[src/rtl/codma_seq_pkg.sv]
// Shared types and constants for the codma task sequencer: FSM state
// encoding, task types, status words and the two-word descriptor layout.
package codma_seq_pkg;

    typedef enum logic [3:0] {
        S_IDLE      = 4'd0,
        S_PTR_CHK   = 4'd1,
        S_RD0       = 4'd2,
        S_WAIT0     = 4'd3,
        S_RD1       = 4'd4,
        S_WAIT1     = 4'd5,
        S_VALIDATE  = 4'd6,
        S_ISSUE     = 4'd7,
        S_WAIT_DONE = 4'd8,
        S_LINK      = 4'd9,
        S_STATUS    = 4'd10
    } seq_state_e;

    localparam logic [31:0] TASK_SINGLE = 32'd0;
    localparam logic [31:0] TASK_BURST  = 32'd1;
    localparam logic [31:0] TASK_LINK   = 32'd2;

    localparam logic [63:0] STATUS_OK  = 64'd0;
    localparam logic [63:0] STATUS_ERR = 64'd1;

    localparam logic [31:0] LINK_STRIDE = 32'd32;
    localparam logic [31:0] DESC_BYTES  = 32'd16;

    // word0 = {src, type}, word1 = {len, dst}
    typedef struct packed {
        logic [31:0] src;
        logic [31:0] task_type;
        logic [31:0] len;
        logic [31:0] dst;
    } desc_t;

    function automatic desc_t desc_unpack(input logic [63:0] word0, input logic [63:0] word1);
        desc_t d;
        d.src       = word0[63:32];
        d.task_type = word0[31:0];
        d.len       = word1[63:32];
        d.dst       = word1[31:0];
        return d;
    endfunction

endpackage

[src/rtl/codma_desc_check.sv]
// Combinational descriptor validator: task type, length granularity and
// source/destination bounds. Sums are 33 bits wide so they cannot wrap.
module codma_desc_check
    import codma_seq_pkg::*;
#(
    parameter int MEM_BYTES = 256
) (
    input  desc_t i_desc,
    output logic  o_ok
);

    localparam logic [32:0] MEM_LIMIT = 33'(MEM_BYTES);

    logic        w_type_bad;
    logic        w_len_zero;
    logic        w_len_misaligned;
    logic        w_src_oob;
    logic        w_dst_oob;
    logic [32:0] w_src_end;
    logic [32:0] w_dst_end;

    assign w_src_end = {1'b0, i_desc.src} + {1'b0, i_desc.len};
    assign w_dst_end = {1'b0, i_desc.dst} + {1'b0, i_desc.len};

    // Evaluate each rejection rule; single beats need 8-byte lengths, bursts 32-byte.
    always_comb begin
        w_type_bad = (i_desc.task_type > TASK_LINK);
        w_len_zero = (i_desc.len == 32'd0);
        if (i_desc.task_type == TASK_SINGLE) begin
            w_len_misaligned = (i_desc.len[2:0] != 3'd0);
        end else begin
            w_len_misaligned = (i_desc.len[4:0] != 5'd0);
        end
        w_src_oob = (w_src_end > MEM_LIMIT);
        w_dst_oob = (w_dst_end > MEM_LIMIT);
        o_ok = !(w_type_bad || w_len_zero || w_len_misaligned || w_src_oob || w_dst_oob);
    end

endmodule

[src/rtl/codma_task_sequencer.sv]
// codma task sequencer: fetches and validates descriptors, issues copy
// commands, follows linked chains and writes back a status word.
// Optional build macro CODMA_SEQ_TIMEOUT_EN adds a copy-engine watchdog.
module codma_task_sequencer
    import codma_seq_pkg::*;
#(
    parameter int MEM_DEPTH      = 32,
    parameter int MEM_WIDTH      = 8,
    parameter int MAX_LINKS      = 8,
    parameter int TIMEOUT_CYCLES = 1024
) (
    input  logic        clk_i,
    input  logic        reset_i,
    input  logic        start_i,
    input  logic [31:0] task_pointer_i,
    input  logic [31:0] status_pointer_i,
    output logic        busy_o,
    output logic        done_o,
    output logic        err_o,
    output logic        mem_req_o,
    output logic        mem_we_o,
    output logic [31:0] mem_addr_o,
    output logic [63:0] mem_wdata_o,
    input  logic        mem_gnt_i,
    input  logic        mem_rvalid_i,
    input  logic [63:0] mem_rdata_i,
    output logic        cmd_valid_o,
    output logic [31:0] cmd_src_o,
    output logic [31:0] cmd_dst_o,
    output logic [31:0] cmd_len_o,
    output logic        cmd_burst_o,
    input  logic        cmd_ready_i,
    input  logic        cmd_done_i,
    input  logic        cmd_err_i
);

    localparam int          MEM_BYTES = MEM_DEPTH * MEM_WIDTH;
    localparam logic [32:0] MEM_LIMIT = 33'(MEM_BYTES);
    localparam int          LW        = $clog2(MAX_LINKS + 1);

    seq_state_e    r_state;
    seq_state_e    w_next_state;
    logic [31:0]   r_cur_ptr;
    logic [31:0]   r_status_ptr;
    logic [63:0]   r_word0;
    logic [63:0]   r_word1;
    logic [LW-1:0] r_link_cnt;
    logic [LW-1:0] w_link_inc;
    logic          r_err;
    logic          w_err_set;
    logic          w_err_final;
    logic [32:0]   w_ptr_end;
    desc_t         w_desc;
    logic          w_desc_ok;

    logic          r_busy;
    logic          r_done;
    logic          r_err_out;
    logic          r_mem_req;
    logic          r_mem_we;
    logic [31:0]   r_mem_addr;
    logic [63:0]   r_mem_wdata;
    logic          r_cmd_valid;
    logic [31:0]   r_cmd_src;
    logic [31:0]   r_cmd_dst;
    logic [31:0]   r_cmd_len;
    logic          r_cmd_burst;

`ifdef CODMA_SEQ_TIMEOUT_EN
    logic [31:0]   r_to_cnt;
`endif

    assign w_desc      = desc_unpack(r_word0, r_word1);
    assign w_ptr_end   = {1'b0, r_cur_ptr} + {1'b0, DESC_BYTES};
    assign w_link_inc  = r_link_cnt + LW'(1);
    assign w_err_final = r_err | w_err_set;

    codma_desc_check #(
        .MEM_BYTES (MEM_BYTES)
    ) u_desc_check (
        .i_desc (w_desc),
        .o_ok   (w_desc_ok)
    );

    // Next-state logic; w_err_set flags every transition that ends the task in error.
    always_comb begin
        w_next_state = r_state;
        w_err_set    = 1'b0;
        case (r_state)
            S_IDLE: begin
                if (start_i) w_next_state = S_PTR_CHK;
                else         w_next_state = S_IDLE;
            end
            S_PTR_CHK: begin
                if (w_ptr_end > MEM_LIMIT) begin
                    w_err_set    = 1'b1;
                    w_next_state = S_STATUS;
                end else begin
                    w_next_state = S_RD0;
                end
            end
            S_RD0: begin
                if (mem_gnt_i) w_next_state = S_WAIT0;
                else           w_next_state = S_RD0;
            end
            S_WAIT0: begin
                if (mem_rvalid_i) w_next_state = S_RD1;
                else              w_next_state = S_WAIT0;
            end
            S_RD1: begin
                if (mem_gnt_i) w_next_state = S_WAIT1;
                else           w_next_state = S_RD1;
            end
            S_WAIT1: begin
                if (mem_rvalid_i) w_next_state = S_VALIDATE;
                else              w_next_state = S_WAIT1;
            end
            S_VALIDATE: begin
                if (!w_desc_ok) begin
                    w_err_set    = 1'b1;
                    w_next_state = S_STATUS;
                end else begin
                    w_next_state = S_ISSUE;
                end
            end
            S_ISSUE: begin
                if (cmd_ready_i) w_next_state = S_WAIT_DONE;
                else             w_next_state = S_ISSUE;
            end
            S_WAIT_DONE: begin
                if (cmd_done_i) begin
                    if (cmd_err_i) begin
                        w_err_set    = 1'b1;
                        w_next_state = S_STATUS;
                    end else if (w_desc.task_type == TASK_LINK) begin
                        w_next_state = S_LINK;
                    end else begin
                        w_next_state = S_STATUS;
                    end
                end
`ifdef CODMA_SEQ_TIMEOUT_EN
                else if (r_to_cnt >= 32'(TIMEOUT_CYCLES - 1)) begin
                    w_err_set    = 1'b1;
                    w_next_state = S_STATUS;
                end
`endif
                else begin
                    w_next_state = S_WAIT_DONE;
                end
            end
            S_LINK: begin
                if (w_link_inc == LW'(MAX_LINKS)) begin
                    w_err_set    = 1'b1;
                    w_next_state = S_STATUS;
                end else begin
                    w_next_state = S_PTR_CHK;
                end
            end
            S_STATUS: begin
                if (mem_gnt_i) w_next_state = S_IDLE;
                else           w_next_state = S_STATUS;
            end
            default: begin
                w_next_state = S_IDLE;
            end
        endcase
    end

    // State register.
    always_ff @(posedge clk_i) begin
        if (reset_i) r_state <= S_IDLE;
        else         r_state <= w_next_state;
    end

    // Task context: pointers, link counter, sticky error and fetched descriptor words.
    always_ff @(posedge clk_i) begin
        if (reset_i) begin
            r_cur_ptr    <= 32'd0;
            r_status_ptr <= 32'd0;
            r_link_cnt   <= '0;
            r_err        <= 1'b0;
            r_word0      <= 64'd0;
            r_word1      <= 64'd0;
        end else begin
            if (r_state == S_IDLE && start_i) begin
                r_cur_ptr    <= task_pointer_i;
                r_status_ptr <= status_pointer_i;
                r_link_cnt   <= '0;
                r_err        <= 1'b0;
            end else if (r_state == S_LINK) begin
                r_link_cnt <= w_link_inc;
                r_cur_ptr  <= r_cur_ptr + LINK_STRIDE;
                r_err      <= w_err_final;
            end else begin
                r_err <= w_err_final;
            end
            if (r_state == S_WAIT0 && mem_rvalid_i) r_word0 <= mem_rdata_i;
            if (r_state == S_WAIT1 && mem_rvalid_i) r_word1 <= mem_rdata_i;
        end
    end

`ifdef CODMA_SEQ_TIMEOUT_EN
    // Watchdog: counts cycles spent in WAIT_DONE, cleared whenever outside it.
    always_ff @(posedge clk_i) begin
        if (reset_i)                     r_to_cnt <= 32'd0;
        else if (r_state != S_WAIT_DONE) r_to_cnt <= 32'd0;
        else                             r_to_cnt <= r_to_cnt + 32'd1;
    end
`endif

    // Output registers, decoded from the next state so they align with the state register.
    always_ff @(posedge clk_i) begin
        if (reset_i) begin
            r_busy      <= 1'b0;
            r_done      <= 1'b0;
            r_err_out   <= 1'b0;
            r_mem_req   <= 1'b0;
            r_mem_we    <= 1'b0;
            r_mem_addr  <= 32'd0;
            r_mem_wdata <= 64'd0;
            r_cmd_valid <= 1'b0;
            r_cmd_src   <= 32'd0;
            r_cmd_dst   <= 32'd0;
            r_cmd_len   <= 32'd0;
            r_cmd_burst <= 1'b0;
        end else begin
            r_busy      <= (w_next_state != S_IDLE);
            r_done      <= (r_state == S_STATUS) && mem_gnt_i;
            r_err_out   <= (r_state == S_STATUS) && mem_gnt_i && r_err;
            r_mem_req   <= (w_next_state == S_RD0) || (w_next_state == S_RD1) ||
                           (w_next_state == S_STATUS);
            r_mem_we    <= (w_next_state == S_STATUS);
            r_cmd_valid <= (w_next_state == S_ISSUE);
            case (w_next_state)
                S_RD0:    r_mem_addr <= r_cur_ptr;
                S_RD1:    r_mem_addr <= r_cur_ptr + 32'd8;
                S_STATUS: r_mem_addr <= r_status_ptr;
                default:  r_mem_addr <= 32'd0;
            endcase
            if (w_next_state == S_STATUS) r_mem_wdata <= w_err_final ? STATUS_ERR : STATUS_OK;
            else                          r_mem_wdata <= 64'd0;
            if (r_state == S_VALIDATE && w_next_state == S_ISSUE) begin
                r_cmd_src   <= w_desc.src;
                r_cmd_dst   <= w_desc.dst;
                r_cmd_len   <= w_desc.len;
                r_cmd_burst <= (w_desc.task_type != TASK_SINGLE);
            end
        end
    end

    assign busy_o      = r_busy;
    assign done_o      = r_done;
    assign err_o       = r_err_out;
    assign mem_req_o   = r_mem_req;
    assign mem_we_o    = r_mem_we;
    assign mem_addr_o  = r_mem_addr;
    assign mem_wdata_o = r_mem_wdata;
    assign cmd_valid_o = r_cmd_valid;
    assign cmd_src_o   = r_cmd_src;
    assign cmd_dst_o   = r_cmd_dst;
    assign cmd_len_o   = r_cmd_len;
    assign cmd_burst_o = r_cmd_burst;

endmodule

[config.mk]
export PLATFORM = sky130hd
export DESIGN_NAME = codma_task_sequencer
export DESIGN_NICKNAME = d
export VERILOG_FILES = /design/src/rtl/codma_seq_pkg.sv /design/src/rtl/codma_desc_check.sv /design/src/rtl/codma_task_sequencer.sv
export SDC_FILE = /design/constraint.sdc
export NUM_CORES = 1
export LEC_CHECK = 0
export BUFFER_PORTS_ARGS = -buffer_cell sky130_fd_sc_hd__buf_2
export CELL_PAD_IN_SITES_DETAIL_PLACEMENT = 0
export CELL_PAD_IN_SITES_GLOBAL_PLACEMENT = 1
export CORE_UTILIZATION = 43
export CTS_BUF_LIST = sky130_fd_sc_hd__clkbuf_8
export CTS_CLUSTER_DIAMETER = 60
export DETAILED_ROUTE_END_ITERATION = 10
export GPL_TIMING_DRIVEN = 0
export MAX_ROUTING_LAYER = met4
export PLACE_DENSITY_LB_ADDON = 0.1
export RECOVER_POWER = 25
export SLEW_MARGIN = 25
export SYNTH_ARGS = -nofsm -noshare
export SYNTH_HDL_FRONTEND = slang
export SYNTH_SLANG_ARGS = --single-unit
[constraint.sdc]
create_clock -name clk_i -period 6 [get_ports clk_i]
set_input_delay 0.6 -clock clk_i [delete_from_list [all_inputs] [get_ports clk_i]]
set_output_delay 0.6 -clock clk_i [all_outputs]
set_load 0.01 [all_outputs]
Word level (Yosys, flattened, before mapping)
Cells that the tools add are included.

Bits in registers: 400. Bits in latches: 0. Bits in writable memories: 0. Memory bits (read-only): 0. Input bits: 136. Output and inout port bits: 199. Logic and storage cells: 94. Memories kept: 0.

Add/sub/neg operators: 6. $mul: 0. Divide/modulo/power cells: 0. Magnitude comparators: 4. Equality and inequality tests: 16. Shift operators: 0. Mux-type cells: 25. Bitwise logic cells: 2. Reduce and logical (&&, ||, !) cells: 22.

Operators with widths (count): 33-bit by 9-bit greater-than comparator with 1-bit output, second input constant (3); 32-bit one-hot mux with 3 select lines (1); 32-bit by 32-bit adder with 33-bit output (2); 32-bit logical NOT (2); 32-bit two-way mux (2); 4-bit one-hot mux with 11 select lines (1); 32-bit by 5-bit adder with 33-bit output, second input constant (1); 32-bit by 4-bit adder with 32-bit output, second input constant (1); 32-bit by 6-bit adder with 32-bit output, second input constant (1); 32-bit by 2-bit equality test with 1-bit output, second input constant (1); 32-bit by 2-bit greater-than comparator with 1-bit output, second input constant (1); 32-bit nonzero test (1); 4-bit by 3-bit equality test with 1-bit output, second input constant (6); 4-bit two-way mux (6); 4-bit equality test, second input constant (5); 4-bit by 2-bit equality test with 1-bit output, second input constant (3); 1-bit two-way mux (10); 1-bit logical AND (6); 1-bit logical OR (6); 2-bit two-way mux (3); 5-bit nonzero test (1); 4-bit by 1-bit adder with 4-bit output, second input constant (1); 4-bit by 1-bit equality test with 1-bit output, second input constant (1); 4-bit logical NOT (1); 8 further kinds (9).

Depth between registers and ports, before layout
Depth after elaboration: 10. Gate-level depth with buffers: 17. Gate-level depth less buffers: 14.

Cells and area by module
A second synthesis with hierarchy kept.

Cell total of the unflattened synthesis: 2379. Area, all modules: 18173.7 um^2.

Modules (own cells, without submodules): codma_task_sequencer (instances 1, cells an instance 1802, area an instance 14178.6 um^2, seq. area each 6746.5 um^2); codma_desc_check (instances 1, cells an instance 577, area an instance 3995.1 um^2, seq. area each 0.0 um^2).

Least setup slack after synthesis
Ideal clock, no wire load.

Kind: flip-flop to flip-flop. From: register r_word1[32]. To: register r_mem_addr[15], in the netlist mem_addr_o[15]. Setup time: 0.121 ns. Arrival: 4.021 ns. Data required time: 5.879 ns. Setup slack: 1.857 ns. Stages on the path, launching flop included: 17. Path buffers: 2. Clock period less this slack: 4.143 ns. Path through: dfxtp_1 > ha_1 > fa_1 > a21o_1 > a221oi_4 > nor2_1 > a221o_1 > o21ai_0 > mux2i_1 > o21ai_0 > or4b_2 > o31ai_2 > a21oi_1 > o21ai_1 > buf_6 > buf_6 > a21oi_2.

Word-level cells in the longest chain between the ends: 9. Elaborated cells between the ends (all ways): 18. Those cells by class: 2 x add/sub; 2 x order compare; 3 x eq/ne; 4 x mux; 7 x reduce/logical.

RTL lines: from (decl) (RTL line codma_task_sequencer.sv:46) `logic [63:0] r_word1;`; from (signal assigned) (RTL line codma_task_sequencer.sv:198) `if (r_state == S_WAIT1 && mem_rvalid_i) r_word1 <= mem_rdata_i;`; branches (longest 4 deep; another with 32-bit by 32-bit adder with 33-bit output); 1-bit logical OR (*) (RTL line codma_desc_check.sv:36) `o_ok = !(w_type_bad || w_len_zero || w_len_misaligned || w_src_oob || w_dst_oob);`; 4-bit two-way mux (*) (RTL line codma_task_sequencer.sv:119) `if (!w_desc_ok) begin`; 4-bit one-hot mux with 11 select lines (*) (RTL line codma_task_sequencer.sv:89) `case (r_state)`; 4-bit equality test, or another cell as far along (RTL line codma_task_sequencer.sv:234) `case (w_next_state)`; 32-bit one-hot mux with 3 select lines (*) (RTL line codma_task_sequencer.sv:234); to (signal assigned) (RTL line codma_task_sequencer.sv:235) `S_RD0: r_mem_addr <= r_cur_ptr;`; to (signal assigned) (RTL line codma_task_sequencer.sv:236) `S_RD1: r_mem_addr <= r_cur_ptr + 32'd8;`; to (signal assigned) (RTL line codma_task_sequencer.sv:237) `S_STATUS: r_mem_addr <= r_status_ptr;`; to (decl) (RTL line codma_task_sequencer.sv:61) `logic [31:0] r_mem_addr;`.

Mark *: on every way between the ends. A chain may end at the register's enable or synchronous reset.

Final worst setup path
From: register r_cur_ptr[6]. To: register r_mem_addr[28], in the netlist mem_addr_o[28].

Word-level cells in the longest chain between the ends: 6. Elaborated cells between the ends (all ways): 9. Those cells by class: 2 x add/sub; 1 x order compare; 3 x eq/ne; 3 x mux.

RTL lines: from (decl) (RTL line codma_task_sequencer.sv:43) `logic [31:0] r_cur_ptr;`; from (signal assigned) (RTL line codma_task_sequencer.sv:186) `r_cur_ptr <= task_pointer_i;`; from (signal assigned) (RTL line codma_task_sequencer.sv:192) `r_cur_ptr <= r_cur_ptr + LINK_STRIDE;`; 32-bit by 5-bit adder with 33-bit output (RTL line codma_task_sequencer.sv:74) `assign w_ptr_end = {1'b0, r_cur_ptr} + {1'b0, DESC_BYTES};`; 33-bit by 9-bit greater-than comparator with 1-bit output (RTL line codma_task_sequencer.sv:95) `if (w_ptr_end > MEM_LIMIT) begin`; 4-bit two-way mux (RTL line codma_task_sequencer.sv:95); 4-bit one-hot mux with 11 select lines (RTL line codma_task_sequencer.sv:89); 4-bit equality test, or another cell as far along (RTL line codma_task_sequencer.sv:234); 32-bit one-hot mux with 3 select lines (*) (RTL line codma_task_sequencer.sv:234).

Mark *: on every way between the ends. The rest lies on a longest branch, timed or not.

==> impl_metrics.py <==
metrics = {
    "status": {
        "outcome": "finished clean",
    },
    "logic_synthesis": {
        "ys_ff_latch": 337,
        "synth.largest_area_cell": "dfxtp_1",
        "synth.avg_cell_area_um2": 7.77,
        "synth_common_cells": "nand2_1, dfxtp_1, a21oi_1",
        "synth_edf_count": 0,
        "synth.distinct_cells": 85,
        "yosys_most_used_dff": "dfxtp_1",
        "netlist_area_um2": 18500,
        "synth_area_leaders": "dfxtp_1, nand2_1, a21oi_1",
        "synthMostInstantiatedCell": "nand2_1",
        "yosysSeqAreaShare_pct": 36.5,
        "yosysWarningCount": 0,
        "synth.top_cell.area_share_pct": 36.5,
        "netlist_instances": 2379,
        "ys_async_sr_fraction_pct": 0,
    },
    "worst_hold_path": {
        "hold-path-endpoint": "r_status_ptr[30]$_SDFFE_PP0P_",
        "whs_path_depth": 3,
        "min_path_type": "in2reg",
        "min_from": "status_pointer_i[30]",
    },
    "setup_path": {
        "arrival_ns": 6.15,
        "ff2ff_path_depth": 16,
        "crit_path_frequent_cell": "clkbuf_1",
        "cp-end-kind": "flip-flop",
        "ff2ff_setup_slack_ns": 0.46,
        "worstPathRequired_ns": 6.61,
        "crit_path_top_delay_cell": "nor3_2",
        "critPathMaxFanout": 10,
        "worstSetupPathType": "reg2reg",
        "worstReg2RegEnd": "mem_addr_o[28]$_SDFF_PP0_",
        "critical-path-max-stage-delay_ns": 0.79,
        "r2r_start": "r_cur_ptr[6]$_SDFFE_PP0N_",
        "critPathLaunchType": "flip-flop",
        "path_cells": "ha_1 -> clkbuf_1 -> nand3_1 -> nor3_2 -> and3_1 -> clkbuf_1 -> xor2_1 -> nor4_1 -> o21ai_0 -> o31ai_1 -> nand2_1 -> nor3_1 -> o21ai_1 -> clkbuf_1 -> a31o_2 -> a21oi_1",
    },
    "timing": {
        "max_freq_mhz": 181,
        "min_period_ns": 5.54,
        "finalSetupTns_ns": 0,
        "worst_slew_pin_slew_ns": 1.04,
        "setup_slack_ns": 0.465,
        "setup-violations-final": 0,
        "fin_skew_ns": 0.0511,
        "hold_viol": 0,
        "drv_slew": 0,
        "period_share_pct": 92.3,
        "max_slew_margin_pct": 30.9,
        "rsz0062_at_grt": "no",
    },
    "pwr": {
        "power.leakage_uw": 0.00927,
        "power.density_nw_per_um2": 290,
        "max-vdd-ir-drop_v": 0.000156,
    },
    "placed_design": {
        "port_buffers": 271,
        "place.gp.congestion": 0.953,
        "pre_cts_ws_ns": 0.548,
        "dp.final_hpwl_um": 55000,
    },
    "clock_tree": {
        "clkSinkCount": 337,
        "clock_path_buffers": 3,
        "cts_setup_buffers": 0,
        "post_cts_resized": 0,
        "cts_max_level": 2,
        "clock_tree.root_cell": "clkbuf_8",
        "cts_tree": "built",
        "numCtsBuffers": 58,
        "clock_latency_ns": 0.69,
        "cts_hold_buf": 0,
        "path_clk_slew_ns": 0.07,
    },
    "route": {
        "drt_iter0_markers": 1486,
        "routed_via_density": 5.66,
        "dr.pass1.iters": 6,
        "totalWireLength_um": 69700,
        "antenna_left": 0,
        "drc": 0,
        "vias": 19001,
        "wl_per_cell_um": 20.7,
    },
    "floorplan": {
        "core_area_um2": 42100,
        "dieWidth_um": 209,
        "die_h_um": 209,
        "ios": 335,
        "initial_core_util_pct": 43.9,
        "die_area_um2": 43800,
        "row_count": 75,
    },
    "finish": {
        "fin_util_pct": 51.9,
        "drive_above_1_share_pct": 13.2,
        "area_growth_pct": 18.2,
        "fill_cells": 4323,
        "nets": 2979,
    },
    "grt": {
        "grt_first_pass_wirelength_um": 104000,
        "grt-ovfl-total": 0,
        "grt_pass1_vias": 17503,
        "track_usage_pct": 31.8,
        "grt_antenna_before_repair": 1,
        "grt_max_degree": 17,
    },
    "job": {
        "cap_violations": 0,
    },
}
per-stage QoR:
| step | area (um^2) | total power, uW | cells | hold slack, ns |
|---|---|---|---|---|
| 6_report | 21900 | 6340 | 3360 | 0.151 |
| 5_1_grt | 21900 | 6640 | 3360 | 0.134 |
| 4_1_cts | 22000 | 6330 | 3359 | 0.119 |
| 3_5_place_dp | 20800 | 4170 | 3253 | 0.444 |
| 3_3_place_gp | 20800 | 4150 | 3251 | 0.438 |
| 2_1_floorplan | 18700 | 3580 | 2441 | 0.430 |
cells by family (layout without fill, tap and decap cells):
group / count (synthesis) / count (layout) / synth area share (%)
compound gates: 614 / 614 / 20.7
xor+xnor: 44 / 44 / 2.08
fa+ha+maj: 69 / 69 / 4.75
buf+inv: 247 / 626 / 6.44
flops: 337 / 337 / 36.5
mux: 115 / 115 / 6.25
other cells: 1 / 64 / 0.0203
simple gates: 952 / 952 / 23.3
placed cells by master, fill, tap and decap left out, types with 11 or more instances in the layout:
master and n:
inv_1 42, a21oi_1 280, nand2b_1 16, a21o_1 23, xor2_1 17, or3_1 16
o31ai_1 11, o21ai_0 90, buf_2 165, o211ai_1 18, ha_1 67, a31oi_1 31
nand4_1 35, a211oi_1 14, buf_4 64, mux2i_1 111, and4_1 13, clkbuf_1 245
a221oi_1 12, and3_1 25, nor4_1 23, nand2_1 468, dfxtp_1 337, xnor2_1 27
clkbuf_8 72, nor2b_1 12, nor2_1 194, conb_1 63, nor3_1 49, buf_1 20
o21a_1 18, nand3_1 43, a31o_2 16
report_power, final:
| group | total [uW] | switching [uW] | internal, uW |
|---|---|---|---|
| registers | 2510 | 108 | 2400 |
| logic | 1660 | 1150 | 507 |
| clock network | 2170 | 998 | 1170 |
| total | 6340 | 2260 | 4080 |
layer usage:
layer | routed length [um] | global-route usage [%]
met3 | 4900 | 4.89
met1 | 32600 | 43.8
met5 | 0 | -
met2 | 30500 | 48.2
met4 | 1700 | 8.62
final cells by class:
class / count / area (um^2) / share of cell area [%]
multi-input cells: 1857 / 10800 / 49.5
flip-flops and latches: 337 / 6750 / 30.9
repair buffers: 273 / 1220 / 5.60
plain buffers: 225 / 1110 / 5.08
clock buffers: 72 / 991 / 4.53
well taps: 539 / 674 / 3.09
clock inverters: 34 / 216 / 0.990
inverters: 22 / 82.6 / 0.378
diodes: 1 / 2.50 / 0.0114
critical path: cells and delay by family (launching register included):
| family | cells | cell delay [ns] |
|---|---|---|
| AOI/OAI and AO/OA | 5 | 1.53 |
| xor gates and xnor gates | 1 | 0.11 |
| adders and majority gates | 1 | 0.21 |
| buffers and inverters | 3 | 0.94 |
| DFF | 1 | 0.49 |
| and+or+nand+nor | 6 | 2.16 |
worst max-delay path by stage:
stage	start	to	slack (ns)	cells past startpoint
2_1_floorplan	r_word1[32]$_SDFFE_PP0P_	mem_addr_o[15]$_SDFF_PP0_	1.86	16
3_3_place_gp	r_cur_ptr[6]$_SDFFE_PP0N_	mem_addr_o[30]$_SDFF_PP0_	0.29	16
3_5_place_dp	r_word1[14]$_SDFFE_PP0P_	cmd_src_o[23]$_SDFFE_PP0P_	0.55	16
4_1_cts	r_word1[14]$_SDFFE_PP0P_	cmd_src_o[15]$_SDFFE_PP0P_	0.51	16
5_1_grt	r_cur_ptr[6]$_SDFFE_PP0N_	mem_addr_o[25]$_SDFF_PP0_	0.14	15
6_report	r_cur_ptr[6]$_SDFFE_PP0N_	mem_addr_o[28]$_SDFF_PP0_	0.46	16
flip-flops by register name (all words and copies together) (netlist names), 4 cells and up:
| name | cells |
|---|---|
| cmd_src_o | 32 |
| cmd_len_o | 32 |
| r_status_ptr | 32 |
| r_word0 | 64 |
| r_link_cnt | 4 |
| r_cur_ptr | 32 |
| cmd_dst_o | 32 |
| mem_addr_o | 32 |
| r_word1 | 64 |
| r_state | 4 |
No activity file was read; power rests on OpenSTA's default activity.
